### config.mk
export PLATFORM = sky130hd
export DESIGN_NAME = vga_timing_monitor_flat
export DESIGN_NICKNAME = d
export VERILOG_FILES = /design/src/rtl/vga_mon_pkg.sv /design/src/rtl/vga_timing_monitor_if.sv /design/src/rtl/vga_sync_edge.sv /design/src/rtl/vga_timing_monitor.sv /design/src/flat_wrapper.sv
export SDC_FILE = /design/constraint.sdc
export NUM_CORES = 1
export LEC_CHECK = 0
export ABC_AREA = 0
export BUFFER_PORTS_ARGS = -buffer_cell sky130_fd_sc_hd__buf_2
export CORE_AREA = 2 2 147 149
export DETAILED_ROUTE_END_ITERATION = 12
export DIE_AREA = 0 0 149 151
export PLACE_DENSITY = 0.66
export SETUP_SLACK_MARGIN = 0.5
export SYNTH_ARGS = -nofsm -noshare
export SYNTH_HDL_FRONTEND = slang
export SYNTH_SLANG_ARGS = --single-unit
export TNS_END_PERCENT = 30
### constraint.sdc
create_clock -name clk -period 4.7 [get_ports clk]
set_clock_uncertainty 0.05 [all_clocks]
set_input_delay 0.47 -clock clk [delete_from_list [all_inputs] [get_ports clk]]
set_output_delay 0.47 -clock clk [all_outputs]
set_load 0.005 [all_outputs]
### src/rtl/vga_mon_pkg.sv
// Shared definitions for the VGA timing monitor: register map, FSM state
// encoding and STATUS bit positions.
package vga_mon_pkg;

  typedef enum logic [1:0] {
    ST_IDLE    = 2'd0,
    ST_SEEK    = 2'd1,
    ST_MEASURE = 2'd2
  } mon_state_e;

  localparam logic [3:0] A_STATUS    = 4'h0;
  localparam logic [3:0] A_CTRL      = 4'h1;
  localparam logic [3:0] A_WIDTH_L   = 4'h2;
  localparam logic [3:0] A_WIDTH_H   = 4'h3;
  localparam logic [3:0] A_HEIGHT_L  = 4'h4;
  localparam logic [3:0] A_HEIGHT_H  = 4'h5;
  localparam logic [3:0] A_HTOT_L    = 4'h6;
  localparam logic [3:0] A_HTOT_H    = 4'h7;
  localparam logic [3:0] A_VTOT_L    = 4'h8;
  localparam logic [3:0] A_VTOT_H    = 4'h9;
  localparam logic [3:0] A_CSUM_L    = 4'hA;
  localparam logic [3:0] A_CSUM_H    = 4'hB;
  localparam logic [3:0] A_FRAME_CNT = 4'hC;
  localparam logic [3:0] A_CLR       = 4'hD;

  localparam int STAT_LOCKED_BIT = 0;
  localparam int STAT_SNAP_BIT   = 1;
  localparam int STAT_ERR_BIT    = 2;

endpackage

### src/rtl/vga_timing_monitor_if.sv
// Chip-select register port of the timing monitor.
//   master: soft CPU / self-test side   slave: monitor side
// s_readdata is registered in the slave and valid one clock after a read.
interface vga_timing_monitor_if;
  logic       s_cs_n;
  logic [3:0] s_address;
  logic       s_write;
  logic [7:0] s_writedata;
  logic       s_read;
  logic [7:0] s_readdata;

  modport master (output s_cs_n, s_address, s_write, s_writedata, s_read,
                  input  s_readdata);
  modport slave  (input  s_cs_n, s_address, s_write, s_writedata, s_read,
                  output s_readdata);
endinterface

### src/rtl/vga_sync_edge.sv
// Registers one sync input and flags the cycle in which the registered copy
// has just entered its active level.
//   clk, reset_n : clock, async active-low reset
//   sync_in      : raw sync from the video bus
//   sync_edge    : one-cycle pulse on transition into level POL
module vga_sync_edge #(
  parameter bit POL = 1'b0
) (
  input  logic clk,
  input  logic reset_n,
  input  logic sync_in,
  output logic sync_edge
);
  logic s_q, s_q2;

  // Reset to the inactive level so an idle bus produces no edge on release.
  always_ff @(posedge clk or negedge reset_n) begin
    if (!reset_n) begin
      s_q  <= ~POL;
      s_q2 <= ~POL;
    end else begin
      s_q  <= sync_in;
      s_q2 <= s_q;
    end
  end

  assign sync_edge = (s_q == POL) && (s_q2 != POL);
endmodule

### src/rtl/vga_timing_monitor.sv
// Passive VGA timing monitor. Measures active width/height, line/frame totals
// and a pixel checksum per frame, tracks lock against H_DISP x V_DISP and
// exposes the results on an 8-bit register port.
//   clk, reset_n      : pixel clock, async active-low reset
//   vid_hs/vs/de/r/g/b: tapped video bus
//   bus (slave)       : register port, registered read data
//   frame_done        : pulse the cycle after a snapshot is published
//   locked            : two consecutive frames matched the expected mode
module vga_timing_monitor
  import vga_mon_pkg::*;
#(
  parameter int H_DISP = 640,
  parameter int V_DISP = 480,
  parameter bit HS_POL = 1'b0,
  parameter bit VS_POL = 1'b0,
  parameter int CNT_W  = 12
) (
  input  logic                 clk,
  input  logic                 reset_n,
  input  logic                 vid_hs,
  input  logic                 vid_vs,
  input  logic                 vid_de,
  input  logic [7:0]           vid_r,
  input  logic [7:0]           vid_g,
  input  logic [7:0]           vid_b,
  vga_timing_monitor_if.slave  bus,
  output logic                 frame_done,
  output logic                 locked
);
  localparam logic [CNT_W-1:0] CNT_MAX = '1;

  function automatic logic [CNT_W-1:0] sat_inc(input logic [CNT_W-1:0] x);
    return (x == CNT_MAX) ? x : x + CNT_W'(1);
  endfunction

  // ---- input registers (aligned with the registered syncs) ----
  logic hs_edge, vs_edge, de_q;
  logic [7:0] r_q, g_q, b_q;

  vga_sync_edge #(.POL(HS_POL)) u_hs (.clk(clk), .reset_n(reset_n), .sync_in(vid_hs), .sync_edge(hs_edge));
  vga_sync_edge #(.POL(VS_POL)) u_vs (.clk(clk), .reset_n(reset_n), .sync_in(vid_vs), .sync_edge(vs_edge));

  always_ff @(posedge clk or negedge reset_n) begin
    if (!reset_n) begin
      de_q <= 1'b0; r_q <= '0; g_q <= '0; b_q <= '0;
    end else begin
      de_q <= vid_de; r_q <= vid_r; g_q <= vid_g; b_q <= vid_b;
    end
  end

  // ---- control FSM ----
  logic ctrl_enable, ctrl_freeze;
  mon_state_e state, state_nx;
  logic clr_cnt, hold_zero, frame_end, publish;

  always_ff @(posedge clk or negedge reset_n) begin
    if (!reset_n) state <= ST_SEEK;
    else          state <= state_nx;
  end

  always_comb begin
    state_nx  = state;
    hold_zero = (state != ST_MEASURE);
    frame_end = (state == ST_MEASURE) && vs_edge;
    publish   = frame_end && !ctrl_freeze;
    clr_cnt   = hold_zero || vs_edge;
    if (!ctrl_enable) state_nx = ST_IDLE;
    else begin
      case (state)
        ST_IDLE:    state_nx = ST_SEEK;
        ST_SEEK:    if (vs_edge) state_nx = ST_MEASURE;
        ST_MEASURE: state_nx = ST_MEASURE;
        default:    state_nx = ST_SEEK;
      endcase
    end
  end

  // ---- measurement datapath ----
  logic [CNT_W-1:0] h_cnt, w_cnt, h_total_run, w_ref, height, v_total;
  logic [15:0]      csum;
  logic             line_err;

  // "_nx" values include the line closed by an HS edge this cycle, so a
  // coincident VS edge publishes a frame that already contains that line.
  logic [CNT_W-1:0] w_ref_nx, height_nx, v_total_nx, htot_nx;
  logic [15:0]      csum_nx;
  logic             line_err_nx, ln_close, ln_first, frame_match;

  always_comb begin
    ln_close    = hs_edge && (w_cnt != '0);
    ln_first    = ln_close && (height == '0);
    w_ref_nx    = ln_first ? w_cnt : w_ref;
    height_nx   = ln_close ? sat_inc(height) : height;
    line_err_nx = line_err | (ln_close && !ln_first && (w_cnt != w_ref));
    v_total_nx  = hs_edge ? sat_inc(v_total) : v_total;
    htot_nx     = hs_edge ? sat_inc(h_cnt) : h_total_run;
    csum_nx     = csum + (de_q ? (16'(r_q) + 16'(g_q) + 16'(b_q)) : 16'd0);
    frame_match = (w_ref_nx == CNT_W'(H_DISP)) && (height_nx == CNT_W'(V_DISP)) && !line_err_nx;
  end

  always_ff @(posedge clk or negedge reset_n) begin
    if (!reset_n) begin
      h_cnt <= '0; w_cnt <= '0; h_total_run <= '0; w_ref <= '0;
      height <= '0; v_total <= '0; csum <= '0; line_err <= 1'b0;
    end else if (clr_cnt) begin
      h_cnt <= '0; w_cnt <= '0; w_ref <= '0;
      height <= '0; v_total <= '0; csum <= '0; line_err <= 1'b0;
      h_total_run <= hold_zero ? '0 : htot_nx;
    end else begin
      h_cnt       <= hs_edge ? '0 : sat_inc(h_cnt);
      w_cnt       <= hs_edge ? CNT_W'(de_q) : (de_q ? sat_inc(w_cnt) : w_cnt);
      h_total_run <= htot_nx;
      w_ref       <= w_ref_nx;
      height      <= height_nx;
      v_total     <= v_total_nx;
      csum        <= csum_nx;
      line_err    <= line_err_nx;
    end
  end

  // ---- snapshot, lock and register port ----
  logic [CNT_W-1:0] snap_w, snap_h, snap_ht, snap_vt;
  logic [15:0]      snap_cs;
  logic [7:0]       frame_cnt, rd_mux;
  logic             snap_valid, err_sticky, streak;
  logic             wr, rd, clr_wr;
  logic [15:0]      w16, h16, ht16, vt16;
  logic             unused_wd;

  assign wr        = !bus.s_cs_n && bus.s_write;
  assign rd        = !bus.s_cs_n && bus.s_read;
  assign clr_wr    = wr && (bus.s_address == A_CLR) && bus.s_writedata[0];
  assign unused_wd = ^bus.s_writedata[7:2];
  assign w16  = 16'(snap_w);
  assign h16  = 16'(snap_h);
  assign ht16 = 16'(snap_ht);
  assign vt16 = 16'(snap_vt);

  always_ff @(posedge clk or negedge reset_n) begin
    if (!reset_n) begin
      snap_w <= '0; snap_h <= '0; snap_ht <= '0; snap_vt <= '0; snap_cs <= '0;
      frame_cnt <= '0; frame_done <= 1'b0; snap_valid <= 1'b0;
      locked <= 1'b0; streak <= 1'b0; err_sticky <= 1'b0;
      ctrl_enable <= 1'b1; ctrl_freeze <= 1'b0;
    end else begin
      frame_done <= publish;
      if (publish) begin
        snap_w <= w_ref_nx; snap_h <= height_nx; snap_ht <= htot_nx;
        snap_vt <= v_total_nx; snap_cs <= csum_nx;
        frame_cnt <= frame_cnt + 8'd1;
        snap_valid <= 1'b1;
      end
      if (frame_end) begin
        if (frame_match) begin
          if (streak) locked <= 1'b1;
          streak <= 1'b1;
        end else begin
          streak <= 1'b0;
          locked <= 1'b0;
          if (locked) err_sticky <= 1'b1;
        end
      end
      if (!ctrl_enable) begin
        snap_valid <= 1'b0; locked <= 1'b0; streak <= 1'b0;
      end
      if (clr_wr) err_sticky <= 1'b0;
      if (wr && (bus.s_address == A_CTRL)) begin
        ctrl_enable <= bus.s_writedata[0];
        ctrl_freeze <= bus.s_writedata[1];
      end
    end
  end

  always_comb begin
    rd_mux = 8'h00;
    case (bus.s_address)
      A_STATUS: begin
        rd_mux[STAT_LOCKED_BIT] = locked;
        rd_mux[STAT_SNAP_BIT]   = snap_valid;
        rd_mux[STAT_ERR_BIT]    = err_sticky;
      end
      A_CTRL:      rd_mux = {6'b0, ctrl_freeze, ctrl_enable};
      A_WIDTH_L:   rd_mux = w16[7:0];
      A_WIDTH_H:   rd_mux = w16[15:8];
      A_HEIGHT_L:  rd_mux = h16[7:0];
      A_HEIGHT_H:  rd_mux = h16[15:8];
      A_HTOT_L:    rd_mux = ht16[7:0];
      A_HTOT_H:    rd_mux = ht16[15:8];
      A_VTOT_L:    rd_mux = vt16[7:0];
      A_VTOT_H:    rd_mux = vt16[15:8];
      A_CSUM_L:    rd_mux = snap_cs[7:0];
      A_CSUM_H:    rd_mux = snap_cs[15:8];
      A_FRAME_CNT: rd_mux = frame_cnt;
      default:     rd_mux = 8'h00;
    endcase
  end

  // Read data sampled from pre-write state, so a same-cycle write is not seen.
  always_ff @(posedge clk or negedge reset_n) begin
    if (!reset_n)  bus.s_readdata <= '0;
    else if (rd)   bus.s_readdata <= rd_mux;
  end
endmodule
### src/flat_wrapper.sv
// flat-port wrapper written by rule: the top's interface ports become plain ports
module vga_timing_monitor_flat import vga_mon_pkg::*;
#(
  parameter int H_DISP = 640,
  parameter int V_DISP = 480,
  parameter bit HS_POL = 1'b0,
  parameter bit VS_POL = 1'b0,
  parameter int CNT_W  = 12
)
  (clk, reset_n, vid_hs, vid_vs, vid_de, vid_r, vid_g, vid_b, frame_done, locked, bus_s_cs_n, bus_s_address, bus_s_write, bus_s_writedata, bus_s_read, bus_s_readdata);
  vga_timing_monitor_if bus_i ();
  input  logic clk;
  input  logic reset_n;
  input  logic vid_hs;
  input  logic vid_vs;
  input  logic vid_de;
  input  logic [7:0] vid_r;
  input  logic [7:0] vid_g;
  input  logic [7:0] vid_b;
  output logic frame_done;
  output logic locked;
  input wire logic [$bits(bus_i.s_cs_n)-1:0] bus_s_cs_n;
  input wire logic [$bits(bus_i.s_address)-1:0] bus_s_address;
  input wire logic [$bits(bus_i.s_write)-1:0] bus_s_write;
  input wire logic [$bits(bus_i.s_writedata)-1:0] bus_s_writedata;
  input wire logic [$bits(bus_i.s_read)-1:0] bus_s_read;
  output wire logic [$bits(bus_i.s_readdata)-1:0] bus_s_readdata;
  assign bus_i.s_cs_n = bus_s_cs_n;
  assign bus_i.s_address = bus_s_address;
  assign bus_i.s_write = bus_s_write;
  assign bus_i.s_writedata = bus_s_writedata;
  assign bus_i.s_read = bus_s_read;
  assign bus_s_readdata = bus_i.s_readdata;
  vga_timing_monitor #(.H_DISP(H_DISP), .V_DISP(V_DISP), .HS_POL(HS_POL), .VS_POL(VS_POL), .CNT_W(CNT_W)) u_core (.clk(clk), .reset_n(reset_n), .vid_hs(vid_hs), .vid_vs(vid_vs), .vid_de(vid_de), .vid_r(vid_r), .vid_g(vid_g), .vid_b(vid_b), .bus(bus_i), .frame_done(frame_done), .locked(locked));
endmodule
==> reports/results.ini, run 1 <==
[placement]
gp_congestion=0.885
dp_cells=1339
hpwl_mm=15.6
portBuffers=47

[synth]
synth_edf_count=0
synth_most_common_cell=dfrtp_1
synth_cell_types=69
syn_avg_cell_area_um2=9.67
synth_top_area_cell=dfrtp_1
synth_top_area_frac=0.490
netlist_area_mm2=0.0103
ys_ff_latch=207
synth_warnings=0
synthTopCellsByArea=dfrtp_1 (49%), nand2_1 (5.0%), o21ai_0 (4.8%)
synthCells=1061
seq_area_frac_synth=0.505
syn_nets=1143
ys_async_sr_fraction=1.00
ys.flop_type=dfrtp_1
netlist_top_cells_count=dfrtp_1 (201), nand2_1 (137), nor2_1 (131)

[detailed_routing]
highest_layer=met4
routedWlPerCell_um=16.2
first_pass_iters=5
drt_iter0_drc=415
dr_total_vias=7675
drc=0
wl_met3_um=876
antenna_left=0
wl_met2_mm=10.6
viasPerCell=5.47
drt_wl_total_mm=22.8
drt-met1-wl_mm=10.7

[floorplanning]
die_area_mm2=0.0225
rows=53
die_x_um=149
ioPinCount=54
initial_utilization=0.493
die_y_um=151
core_region_area_mm2=0.0208

[timing]
timing.final.crit_share=0.857
final.setup.tns_ps=0
final_hold_viol_count=0
rsz0062_at_grt=yes
relSlewSlack=0.265
fmax_mhz=248
finalMaxSlewViolations=0
tightest_slew_ps=1100
min_period_ps=4030
setup_viol=0

[global_route]
overflow=0
grt_max_degree=123
antenna_found_initial=0
grt_pass1_vias=7407
grt_pass1_wl_mm=37.6
grt_usage=0.210

[clock_tree]
cts_sinks=207
cts_tree=done
clk_latency_ps=510
cts_inserted_buffers=23
cts_buffer_depth=3
clk_root_buffer_cell=clkbuf_16
cts_htree_levels=1
path_clk_slew_ps=60

[cells_and_area]
fin_nets=1195
seq_area_mm2=0.00519
num-fill-cells=1866
multiInputGateArea_mm2=0.00484
drive_above_1_share=0.132
diodes=0
finalNonFillerCells=1404
syn2layout_area_growth_pct=14.8

[power_and_ir_drop]
p_per_area_mw_per_mm2=358
ir_worst_vdd_uv=302
total_power_mw=4.22
p_leak_nw=5.20

[setup_path]
slowest_delay_ps=490
cp-start-kind=flip-flop
crit_family=compound AO/OA/AOI/OAI gates
worstPathRequired_ps=5010
path_buf_inv=0
slowest_stage=o41a_1
arrival_ps=4340
worst-setup-path-type=reg -> reg
end_kind=flip-flop
crit_chain=ha_1 -> a21o_1 -> a21oi_2 -> o21ai_0 -> a21oi_2 -> o21ai_0 -> xor2_1 -> ha_1 -> nand2_1 -> o21a_1 -> or3_4 -> a21oi_2 -> ha_1 -> nand2_2 -> o41a_1 -> nor2_1 -> xnor2_1 -> o21ai_1
path_max_fanout=4

[job]
drv_cap=0

[hold_path]
hp-class=in -> reg

[outcome]
status=finished, final reports clean

path summary, 6_finish.rpt:
path,slack [ps],cells past startpoint,endpoint,start
worst min-delay path,20,1,u_core.r_q[4]$_DFF_PN0_,vid_r[4]
min in group asynchronous,30,1,u_core.h_cnt[8]$_DFF_PN0_,reset_n
max in group asynchronous,3560,2,u_core.line_err$_DFF_PN0_,reset_n
worst max-delay path,670,18,u_core.snap_cs[14]$_DFFE_PN0P_,u_core.g_q[1]$_DFF_PN0_
worst min register to register,310,0,u_core.u_vs.s_q2$_DFF_PN1_,u_core.u_vs.s_q$_DFF_PN1_
worst max register to register,670,18,u_core.snap_cs[14]$_DFFE_PN0P_,u_core.g_q[1]$_DFF_PN0_
routing by layer:
layer | global-route usage | up-vias
li1 | - | 3778
met1 | 0.294 | 3709
met2 | 0.344 | 150
met3 | 0.0274 | 38
met4 | 0.0619 | 0
met5 | 0 | -
layout make-up:
type,count,share of cell area
Timing Repair Buffer,80,0.0455
Multi-Input combinational cell,773,0.411
Clock inverter,11,0.00998
Inverter,28,0.00892
Tap cell,275,0.0292
Clock buffer,30,0.0553
Sequential cell,207,0.440
cells by family after synthesis:
family,share of synthesized area
AO/OA/AOI/OAI,0.118
XOR/XNOR,0.0648
adder cells (fa/ha/maj),0.0485
buffers and inverters,0.0305
flip-flops,0.505
multiplexers,0.0455
AND/OR/NAND/NOR,0.188
state kept, by name, indices dropped and copies added (netlist names), 12 cells and up:
signal,flops
u_core.w_cnt,12
u_core.v_total,12
u_core.snap_vt,12
u_core.h_cnt,12
u_core.snap_cs,16
u_core.h_total_run,12
u_core.snap_ht,12
u_core.w_ref,12
u_core.csum,16
u_core.snap_h,12
u_core.snap_w,12
u_core.height,12
cell usage in the layout, fill, tap and decap left out, types with 8 or more instances in the layout:
cell           count
and3_1             8
buf_4             15
clkbuf_16         23
inv_1             25
ha_1              34
xnor2_1           34
buf_2             46
nor3_1            13
o21ai_0           93
nand3_1           29
dfrtp_1          201
xor2_1            41
and2_1            13
nand2_1          136
nor4_1             9
nand4_1           21
and4_1             9
a21oi_1           37
dlygate4sd3_1     18
mux2i_1           32
nor2_1           130
per-stage QoR:
stage / hold WS, ps / area, um2 / util / setup WS, ps
after floorplan: 124 / 10300 / - / 897
after global placement: 303 / 10700 / 0.515 / 510
after detailed placement: 307 / 10700 / 0.515 / 448
after CTS: 0.0309 / 11700 / 0.560 / 501
after global routing: 1.02 / 11800 / 0.566 / 450
final: 17.2 / 11800 / 0.566 / 671
power by group:
part           leakage [nW]  switching (mW)  total [mW]  internal, mW
clock                 0.379           0.733        1.82          1.09
combinational          2.01           0.311       0.504         0.193
sequential             2.81          0.0489        1.90          1.85
total                  5.20            1.09        4.22          3.13
what timing repair did:
action / in CTS / in global routing
pin swaps: 0 / 23
hold endpoints to repair: 17 / 1
hold buffers: 17 / 1
cloned: 0 / 0
setup endpoints to repair: 3 / 16
setup buffers: 0 / 6
resized for setup: 1 / 27
Note: power is estimated with default switching activity, not from simulation.
==> inputs of run 2 (changes only) <==
- GPL_ROUTABILITY_DRIVEN: unset -> 0
- PLACE_DENSITY: 0.66 -> 0.7
==> run 2 against run 1 <==
Compared with the run above: via count down 0.53%; worst hold slack better by 0.97 ps; sequential share of layout area decreased by 0.28 points; sequential cell count did not move; fmax rose by 0.21%; routed wire length fell by 1.6%; count of clock-buffer cells in the layout grew 1; die area is the same; non-clock buffer count decreased by 6; critical path depth unchanged; cell count is 0.28% lower; final area rose by 0.64%; critical endpoint is now u_core.snap_cs[10]$_DFFE_PN0P_.
==> reports/results.ini, run 2 (synthesized netlist as in run 1, its figures left out) <==
[outcome]
status=finished, final reports clean

[hold_path]
hp-class=in -> reg

[timing]
timing.final.crit_share=0.855  ; -0.00178
setup_viol=0  ; unchanged
rsz0062_at_grt=yes
holdWs_ps=18.1  ; +0.968 ps
final_hold_viol_count=0  ; unchanged
relSlewSlack=0.266  ; +0.000354
finalMaxSlewViolations=0  ; unchanged
final.setup.tns_ps=0  ; unchanged
tightest_slew_ps=1100  ; +2.13 ps
min_period_ps=4020  ; -8.36 ps
fmax_mhz=249  ; +0.21%

[global_route]
grt_pass1_vias=7377  ; -0.41%
grt_max_degree=127  ; +3.3%
overflow=0  ; unchanged
grt_usage=0.207  ; -0.00210
antenna_found_initial=0  ; unchanged
grt_pass1_wl_mm=37.5  ; -0.26%

[power_and_ir_drop]
p_sw_mw=1.08  ; -0.90%
swShare=0.243  ; -0.0157
seqPwrFrac=0.426  ; -0.024
p_leak_nw=5.23  ; +0.69%
p_per_area_mw_per_mm2=376  ; +4.8%
pwr-share-comb=0.112  ; -0.007
ir_worst_vdd_uv=308  ; +1.9%
internal_power_mw=3.37  ; +7.7%
clock_power_share=0.462  ; +0.031

[floorplanning]
die_y_um=151  ; unchanged
rows=53  ; unchanged
core_region_area_mm2=0.0208  ; unchanged
die_area_mm2=0.0225  ; unchanged
initial_utilization=0.493  ; unchanged
ioPinCount=54  ; unchanged
die_x_um=149  ; unchanged

[setup_path]
worst-r2r-cell-count=18  ; unchanged
end_kind=flip-flop
rr_endpoint=u_core.snap_cs[10]$_DFFE_PN0P_
crit_chain=ha_1 -> a21o_1 -> a21oi_2 -> o21ai_0 -> a21oi_1 -> o21ai_1 -> xor2_1 -> ha_1 -> nand2_1 -> o21a_1 -> or3_1 -> a21oi_2 -> ha_1 -> nand2_2 -> o41a_1 -> buf_4 -> xor2_2 -> o21ai_0
r2r-start=u_core.g_q[1]$_DFF_PN0_
r2r_slack_ps=680  ; about the same
worstPathRequired_ps=5010  ; about the same
worst-setup-path-type=reg -> reg
endpoint=u_core.snap_cs[10]$_DFFE_PN0P_
slowest_stage=o41a_1
cp-startpoint=u_core.g_q[1]$_DFF_PN0_
arrival_ps=4330  ; about the same
cp_common_cell=ha_1
path_max_fanout=4  ; unchanged
slowest_delay_ps=500  ; about the same
cp-start-kind=flip-flop

[detailed_routing]
antenna_left=0  ; unchanged
routedWlPerCell_um=16.0  ; -1.3%
first_pass_iters=5  ; unchanged
drc=0  ; unchanged
drt_iter0_drc=412  ; -0.72%
dr_total_vias=7634  ; -0.53%
drt_wl_total_mm=22.4  ; -1.6%
viasPerCell=5.45  ; -0.25%

[placement]
portBuffers=47  ; unchanged
postPlaceCellArea_mm2=0.0107  ; about the same
hpwl_mm=15.2  ; -2.6%

[cells_and_area]
final_common_cell=dfrtp_1
syn2layout_area_growth_pct=15.5
diodes=0  ; unchanged
num-fill-cells=1846  ; -1.1%
fin_nets=1190  ; -0.42%
drive_above_1_share=0.130  ; -0.00220
layout_common_cells=dfrtp_1 (201), nand2_1 (136), nor2_1 (129)
reg_top3=u_core.csum x16, u_core.snap_cs x16
design_area_mm2=0.0119  ; +0.64%

[clock_tree]
cts_tree=done
clk_root_buffer_cell=clkbuf_16
cts_inserted_buffers=24  ; +4.3%
cts_sinks=207  ; unchanged
cts_buffer_depth=3  ; unchanged
cts_htree_levels=1  ; unchanged
clk_latency_ps=520  ; about the same
path_clk_slew_ps=60  ; about the same

[job]
drv_cap=0  ; unchanged

-- run 2: metal layers --
metal  routed length (um)  part of all wire  GRT usage  up-vias
met3                  930             0.041     0.0319       40
li1                     -                 -          -     3766
met4                  710             0.032     0.0633        0
met5                    0                 0          0        -
met1                10600              0.47      0.299     3664
met2                10200              0.46      0.326      164
-- run 2: final cells by class --
type,instances,area [um2],share of cell area
Tap cell,275,344,0.0290
Clock buffer,31,668,0.0563
Multi-Input combinational cell,773,4840,0.408
Timing Repair Buffer,74,494,0.0417
Inverter,28,105,0.00886
Clock inverter,12,218,0.0184
Sequential cell,207,5190,0.437
-- run 2: worst min-delay path by stage --
| stage | from | endpoint | slack (ps) | cells past startpoint |
|---|---|---|---|---|
| final | vid_de | u_core.de_q$_DFF_PN0_ | 20 | 1 |
| after floorplan | reset_n | u_core.b_q[0]$_DFF_PN0_ | 120 | 0 |
| after detailed placement | u_core.u_vs.s_q$_DFF_PN1_ | u_core.u_vs.s_q2$_DFF_PN1_ | 310 | 0 |
| after global routing | vid_b[4] | u_core.b_q[4]$_DFF_PN0_ | 2 | 1 |
| after global placement | u_core.u_vs.s_q$_DFF_PN1_ | u_core.u_vs.s_q2$_DFF_PN1_ | 300 | 0 |
| after CTS | vid_g[0] | u_core.g_q[0]$_DFF_PN0_ | 0.5 | 1 |
-- run 2: through the flow --
stage               power (mW)  std cells  setup slack [ps]  utilization
global route              4.65       1400               407        0.570
floorplan                 2.23       1061               897            -
detailed placement        2.39       1336               479        0.514
global placement          2.38       1336               526        0.514
CTS                       4.46       1390               500        0.562
finish                    4.45       1400               679        0.570
-- run 2: critical path, delay by kind of cell (launching register included) --
family | cells | cell delay (ps)
xor gates and xnor gates | 2 | 290
DFF | 1 | 370
adders and majority gates | 3 | 800
AOI/OAI and AO/OA | 9 | 1720
and+or+nand+nor | 3 | 450
buffers and inverters | 1 | 180
-- run 2: repair_timing --
item | 4_1_cts | 5_1_grt
pin swaps | 0 | 18
resized for setup | 2 | 25
setup buffers | 0 | 7
hold buffers | 11 | 3
setup endpoints to repair | 4 | 16
endpoints found under the hold margin | 11 | 3
-- run 2: power by group through the flow --
stage	logic [mW]	registers [mW]	clock network, mW
after floorplan	0.321	1.91	0
after global placement	0.450	1.93	0
after detailed placement	0.459	1.93	0
after CTS	0.472	1.90	2.10
after global routing	0.567	1.90	2.18
final	0.498	1.90	2.06
